==> config.mk <==
export PLATFORM = sky130hd
export DESIGN_NAME = prio_irq_ctrl
export DESIGN_NICKNAME = d
export VERILOG_FILES = /design/src/rtl/prio_irq_ctrl.sv
export SDC_FILE = /design/constraint.sdc
export NUM_CORES = 1
export LEC_CHECK = 0
export CAP_MARGIN = 30
export CORE_ASPECT_RATIO = 0.8
export CORE_MARGIN = 4
export CORE_UTILIZATION = 35
export DETAILED_ROUTE_END_ITERATION = 6
export PLACE_DENSITY_LB_ADDON = 0.05
export SLEW_MARGIN = 20
export SYNTH_ARGS = -nofsm -noshare
export SYNTH_HDL_FRONTEND = slang
export SYNTH_SLANG_ARGS = --single-unit
==> constraint.sdc <==
create_clock -name clk -period 4.2 [get_ports clk]
set_input_delay 0.42 -clock clk [delete_from_list [all_inputs] [get_ports clk]]
set_output_delay 0.42 -clock clk [all_outputs]
set_load 0.01 [all_outputs]
==> src/rtl/prio_irq_ctrl.sv <==
// 10-line priority interrupt controller: synchronised active-low requests are
// latched as pending, masked, and the highest index is handed to the host via ack/eoi.
module prio_irq_ctrl #(
  parameter int SYNC_STAGES = 2,
  parameter bit EDGE_MODE   = 1'b0
) (
  input  logic       clk,
  input  logic       rst_n,
  input  logic [9:0] req_n,
  input  logic [9:0] mask,
  input  logic       en,
  input  logic       ack,
  input  logic       eoi,
  output logic       irq,
  output logic [3:0] vec,
  output logic       vec_valid,
  output logic [9:0] pending,
  output logic [9:0] in_service
);

  localparam int N_LINES = 10;

  localparam logic [1:0] IDLE = 2'd0;
  localparam logic [1:0] REQ  = 2'd1;
  localparam logic [1:0] SERV = 2'd2;

  logic [SYNC_STAGES-1:0][N_LINES-1:0] r_sync;
  logic [N_LINES-1:0]                  r_sync_d;
  logic [N_LINES-1:0]                  r_pending;
  logic [N_LINES-1:0]                  r_in_service;
  logic [1:0]                          r_state;
  logic                                r_irq;
  logic [3:0]                          r_vec;
  logic                                r_vec_valid;

  logic [N_LINES-1:0] w_synced;
  logic [N_LINES-1:0] w_new_req;
  logic [N_LINES-1:0] w_elig;
  logic [N_LINES-1:0] w_capture_oh;
  logic [3:0]         w_win;
  logic               w_any;
  logic               w_capture;

  // NOTE: synchroniser flops reset to 1 so a released reset never looks like a request edge.
  always_ff @(posedge clk or negedge rst_n) begin
    if (!rst_n) begin
      r_sync   <= '1;
      r_sync_d <= '1;
    end else begin
      r_sync   <= {r_sync[SYNC_STAGES-2:0], req_n};
      r_sync_d <= r_sync[SYNC_STAGES-1];
    end
  end

  assign w_synced  = r_sync[SYNC_STAGES-1];
  // Edge mode looks for a high-to-low step of the synchronised line.
  assign w_new_req = EDGE_MODE ? (r_sync_d & ~w_synced) : ~w_synced;

  assign w_elig = en ? (r_pending & ~mask) : '0;
  assign w_any  = |w_elig;

  always_comb begin
    // NOTE: default assignment first, otherwise the loop would infer a latch.
    w_win = '0;
    for (int i = 0; i < N_LINES; i++) begin
      if (w_elig[i]) w_win = 4'(i);
    end
  end

  assign w_capture    = (r_state == REQ) && w_any && ack;
  assign w_capture_oh = w_capture ? (10'(1) << w_win) : '0;

  // A capture in the same cycle as a new request on that line drops the request.
  always_ff @(posedge clk or negedge rst_n) begin
    if (!rst_n) begin
      r_pending <= '0;
    end else begin
      // NOTE: non-blocking assignments for all registered state.
      r_pending <= (r_pending | (w_new_req & ~r_in_service)) & ~w_capture_oh;
    end
  end

  always_ff @(posedge clk or negedge rst_n) begin
    if (!rst_n) begin
      r_state      <= IDLE;
      r_irq        <= 1'b0;
      r_vec        <= '0;
      r_vec_valid  <= 1'b0;
      r_in_service <= '0;
    end else begin
      case (r_state)
        IDLE: begin
          if (w_any) begin
            r_state <= REQ;
            r_irq   <= 1'b1;
          end
        end
        REQ: begin
          if (!w_any) begin
            r_state <= IDLE;
            r_irq   <= 1'b0;
          end else if (ack) begin
            r_state      <= SERV;
            r_irq        <= 1'b0;
            r_vec        <= w_win;
            r_vec_valid  <= 1'b1;
            r_in_service <= w_capture_oh;
          end
        end
        SERV: begin
          if (eoi) begin
            r_state      <= IDLE;
            r_vec_valid  <= 1'b0;
            r_in_service <= '0;
          end
        end
        default: begin
          r_state <= IDLE;
          r_irq   <= 1'b0;
        end
      endcase
    end
  end

  assign irq        = r_irq;
  assign vec        = r_vec;
  assign vec_valid  = r_vec_valid;
  assign pending    = r_pending;
  assign in_service = r_in_service;

endmodule

Word level (Yosys, flattened, before mapping)
Index checks and enable logic that the tools add are counted.

Bits in registers: 48. Output and inout bits: 26. Word-level logic and storage cells: 62.

Eq/ne operators: 7. Shift-type cells: 1. Mux-type cells: 28. Bitwise operators: 9. Reduce and logical (&&, ||, !) cells: 9.

Operator list (number): two-way mux 10 bit (5); inverter 10 bit (4); two-way mux 4 bit (8); AND 10 bit (3); case mux 10 bit (2 select lines) (1); bitwise OR 10 bit (1); OR reduction 10 bit (1); << shifter 1 x 4 -> 10 bit (first input constant) (1); AND reduction 3 bit (3); two-way mux 2 bit (4); != test 2 bit (second input constant) (4); two-way mux 1 bit (7); case mux 2 bit (3 select lines) (1); AND reduction 4 bit (1); != test 3 bit (second input constant) (1); case mux 1 bit (3 select lines) (1); equality test 2 x 1 -> 1 bit (second input constant) (1); equality test 2 bit (second input constant) (1); logical AND 1 bit (2); zero test 2 bit (1); case mux 1 bit (2 select lines) (1); nonzero test 2 bit (1); inverter 1 bit (1).

Logic depth before layout (Yosys ltp)
Word-level depth: 17. Depth in mapped cells: 6. Mapped depth without buffers: 5.

Least setup slack after synthesis
No wires, ideal clock.

Path kind: flip-flop to flip-flop. Start: register r_pending[6], in the netlist pending[6]. End: register r_pending[9], in the netlist pending[9]. Library setup time: 0.121 ns. Arrival: 1.508 ns. Required time: 4.079 ns. Slack: 2.571 ns. Cell stages (with the launch flop): 7. Buffers on the path: 1. Path through: dfrtp_1 > nor2b_1 > or3_1 > o211ai_2 > nand2b_1 > buf_2 > o22a_1.

Cells in the longest elaborated chain, start to end: 10. Elaborated cells between the ends (all ways): 13. Classes of those cells: shift: 1; mux: 6; bitwise: 3; reduce/logical: 3.

RTL lines: start, declared (RTL line 29) `logic [N_LINES-1:0] r_pending;`; start signal, assigned (RTL line 79) `r_pending <= (r_pending | (w_new_req & ~r_in_service)) & ~w_capture_oh;`; AND 10 bit * (RTL line 59) `assign w_elig = en ? (r_pending & ~mask) : '0;`; two-way mux 10 bit * (RTL line 59); two-way mux 4 bit (4 in a row) (RTL line 66) `if (w_elig[i]) w_win = 4'(i);`; << shifter 1 x 4 -> 10 bit (RTL line 71) `assign w_capture_oh = w_capture ? (10'(1) << w_win) : '0;`; two-way mux 10 bit * (RTL line 71); inverter 10 bit * (RTL line 79); AND 10 bit * (RTL line 79).

Mark *: on every way between the ends. The rest lies on a longest branch, timed or not. A chain may end at the register's enable or synchronous reset.

Worst setup path after layout
Start: input en. End: register r_in_service[7], in the netlist in_service[7].

Cells in the longest elaborated chain, start to end: 15. Elaborated cells between the ends (all ways): 20. Classes of those cells: eq/ne: 1; shift: 1; mux: 14; reduce/logical: 4.

RTL lines: start, declared (RTL line 11) `input logic en,`; two-way mux 10 bit * (RTL line 59); two-way mux 1 bit (RTL line 66); two-way mux 4 bit (8 in a row) (RTL line 66); << shifter 1 x 4 -> 10 bit (RTL line 71); two-way mux 10 bit (RTL line 71); two-way mux 10 bit (RTL line 102) `end else if (ack) begin`; two-way mux 10 bit (RTL line 99) `if (!w_any) begin`; case mux 10 bit (2 select lines) (RTL line 91) `case (r_state)`; end signal, assigned (RTL line 107) `r_in_service <= w_capture_oh;`; end, declared (RTL line 30) `logic [N_LINES-1:0] r_in_service;`.

Mark *: on every way between the ends. The rest lies on a longest branch, timed or not. The select of a mux whose other input is x is not followed.

==> metrics.csv <==
metric,value,unit
total number of vias,1287,
Setup Skew,0.00848,ns
Post-Route WL,4070,um
post-layout net count,231,
Die ar.,6680,sq um
Crit-path slowest cell,clkdlybuf4s50_1,
PortBufs,50,
Setup WS pre-CTS,1.61,ns
core area,5120,sq um
flop-to-flop setup slack,2.33,ns
Wirelength per Cell,15.1,um
final setup fails,0,
design area,2560,sq um
Post-DP Area,2460,sq um
Min Hold Slack,0.0770,ns
arrival time worst endpoint,2.51,ns
GRT Util Overall,0.133,
Post-DRT Antenna Nets,0,
Fillers,475,
CTS Buffer Depth,2,
# resized after CTS,0,
RSZ-0062 raised after global routing,no,
Syn Area/Cell,12.5,sq um
FP Rows,23,
"flops & latches, synth",48,
CP Capture Point,in_service[7],
"Req. time, crit path",4.43,ns
Crit Path Class,in2reg,
total gr overflow,0,
first-pass GRT wire length,6800,um
layout cell share with drive strength beyond 1,0.203,
multi-input logic area,639,sq um
largest cells by area after synthesis,"dfrtp_1 (37%), dfstp_2 (28%), nor2_1 (4.7%)",
max-slew violation count,0,
Pleak,1.04,nW
max-cap violations,0,
Max IR drop VDD,0.000159,V
TritonRoute pass-1 iters,3,
Final Hold Viols,0,
"CTS clk-pin slew, worst paths",0.09,ns
PwrDens,470,nW/um^2
Final Power,1.20,mW
CTS tree,done,
Setup WS post-layout,1.93,ns
initial antenna violation count,0,
Starting Density,0.371,
Layout area overhead,34.7,%
# IOs,51,
die width,90.4,um
worst-path cell chain,"clkdlybuf4s50_1, inv_1, or3_1, o211ai_2, nor2b_1, a22o_1",
cell types with the highest counts after synthesis,"dfrtp_1 (28), nor2_1 (24), dfstp_2 (20)",
clk sink count,48,
register area,1230,sq um
Reg2Reg Depth,5,
Final Non-Filler Cells,269,
H-tree Lvls,2,
ys flop type,dfrtp_1,
crit share post-route,0.541,
Die Span Y,73.9,um
Final Wtd Congestion,0.771,
clk root buf,clkbuf_8,
total negative slack,0,ns
clk_lat worst skew,0.30,ns
Post-synth EDFFs,0,
status,completed,
Crit. End Element,flop,
Async SR Flop Fraction,1.00,
final core utilization,0.499,
number of post-CTS setup repair buffers,0,
vias per cell,4.78,
worst-margin pin slew,0.553,ns
area of the mapped netlist,1900,sq um
"Seq/Total Area, Yosys",0.646,
1st-iter DRT viols,31,
worst r2r src,pending[6],
# diodes,0,
CTS Buf Count,5,
hold buffer count at CTS,0,
Setup crit start,en,
fmax,0.440,GHz
cell with the most instances after synthesis,dfrtp_1,
Yosys top cell area share,0.369,
yosys synthesis warning count,0,
largest net degree at the start of global routing,29,
Worst R2R End,in_service[7],
crit path max fanout,12,
post-layout minimum cycle time,2.27,ns
cell count after synthesis,152,
Slowest Stage Delay on Critical Path,0.75,ns
DP Wirelength,3070,um
Synth cell types,32,
largest area contributor in the netlist,dfrtp_1,
placed cells,261,
Syn Nets,177,
vias in the first global route,1359,
min-delay worst type,in2async,
Max transition margin,0.631,
Worst Setup Start Kind,input pin,
Residual DRC,0,
-- worst max-delay path, delay by kind of cell --
| family | cells | cell delay (ns) |
|---|---|---|
| AO/OA/AOI/OAI | 2 | 0.39 |
| buffers and inverters | 2 | 0.81 |
| AND/OR/NAND/NOR | 2 | 0.88 |
-- routing by layer --
metal	GRT usage	up-vias	part of all wire
met1	0.183	622	0.49
met2	0.200	31	0.45
li1	-	630	-
met4	0.0407	0	0.0069
met3	0.0430	4	0.054
met5	0	-	0
-- worst min-delay path by stage --
stage                   start  slack, ns            end
floorplan               rst_n       0.12  in_service[0]
global placement    r_sync[7]       0.35    w_synced[7]
detailed placement  r_sync[5]       0.35    w_synced[5]
CTS                     rst_n       0.08     pending[9]
global route            rst_n       0.10  in_service[8]
finish                  rst_n       0.08  in_service[8]
-- where the power goes --
part / total (mW) / internal, mW / leakage [nW] / switching, mW
registers: 0.590 / 0.541 / 0.534 / 0.0493
logic: 0.329 / 0.183 / 0.455 / 0.146
clock network: 0.282 / 0.135 / 0.0484 / 0.147
-- sequential cells by signal, summed over array words and instances (netlist names) --
name,cells
in_service,10
pending,10
vec,4
w_synced,10
r_sync,10
r_state,2
vec_valid,1
irq,1
-- logic make-up (layout without fill, tap and decap cells) --
group / count (synthesis) / count (layout) / synth area share
flip-flops: 48 / 48 / 0.646
AND/OR/NAND/NOR: 58 / 58 / 0.159
buffers and inverters: 5 / 60 / 0.0178
AO/OA/AOI/OAI: 41 / 41 / 0.177
-- area by class of cell --
type / instances / share of cell area
sequential: 48 / 0.479
clock inverter: 1 / 0.00342
multi-input combinational: 99 / 0.250
timing repair buffer: 51 / 0.202
inverter: 1 / 0.00147
tap: 62 / 0.0303
clock buffer: 7 / 0.0338
-- cell usage in the layout (no fill, tap or decap), drive strengths merged --
master          n
and2            1
a2bb2o          1
clkinv          1
o21a            2
o211ai          1
o22a            1
inv             1
nand3           2
a31oi           1
or2             2
o41ai           2
nand2          10
dfrtp          28
a22o            9
nor3            1
nor3b           1
a31o            1
clkdlybuf4s50  49
nor2b          12
dfstp          20
o2bb2ai         1
a21o            1
nor2           24
or3             1
buf             2
a21oi          11
nand2b          4
o21ai          10
clkbuf          7
(Power assumes the default switching activity.)
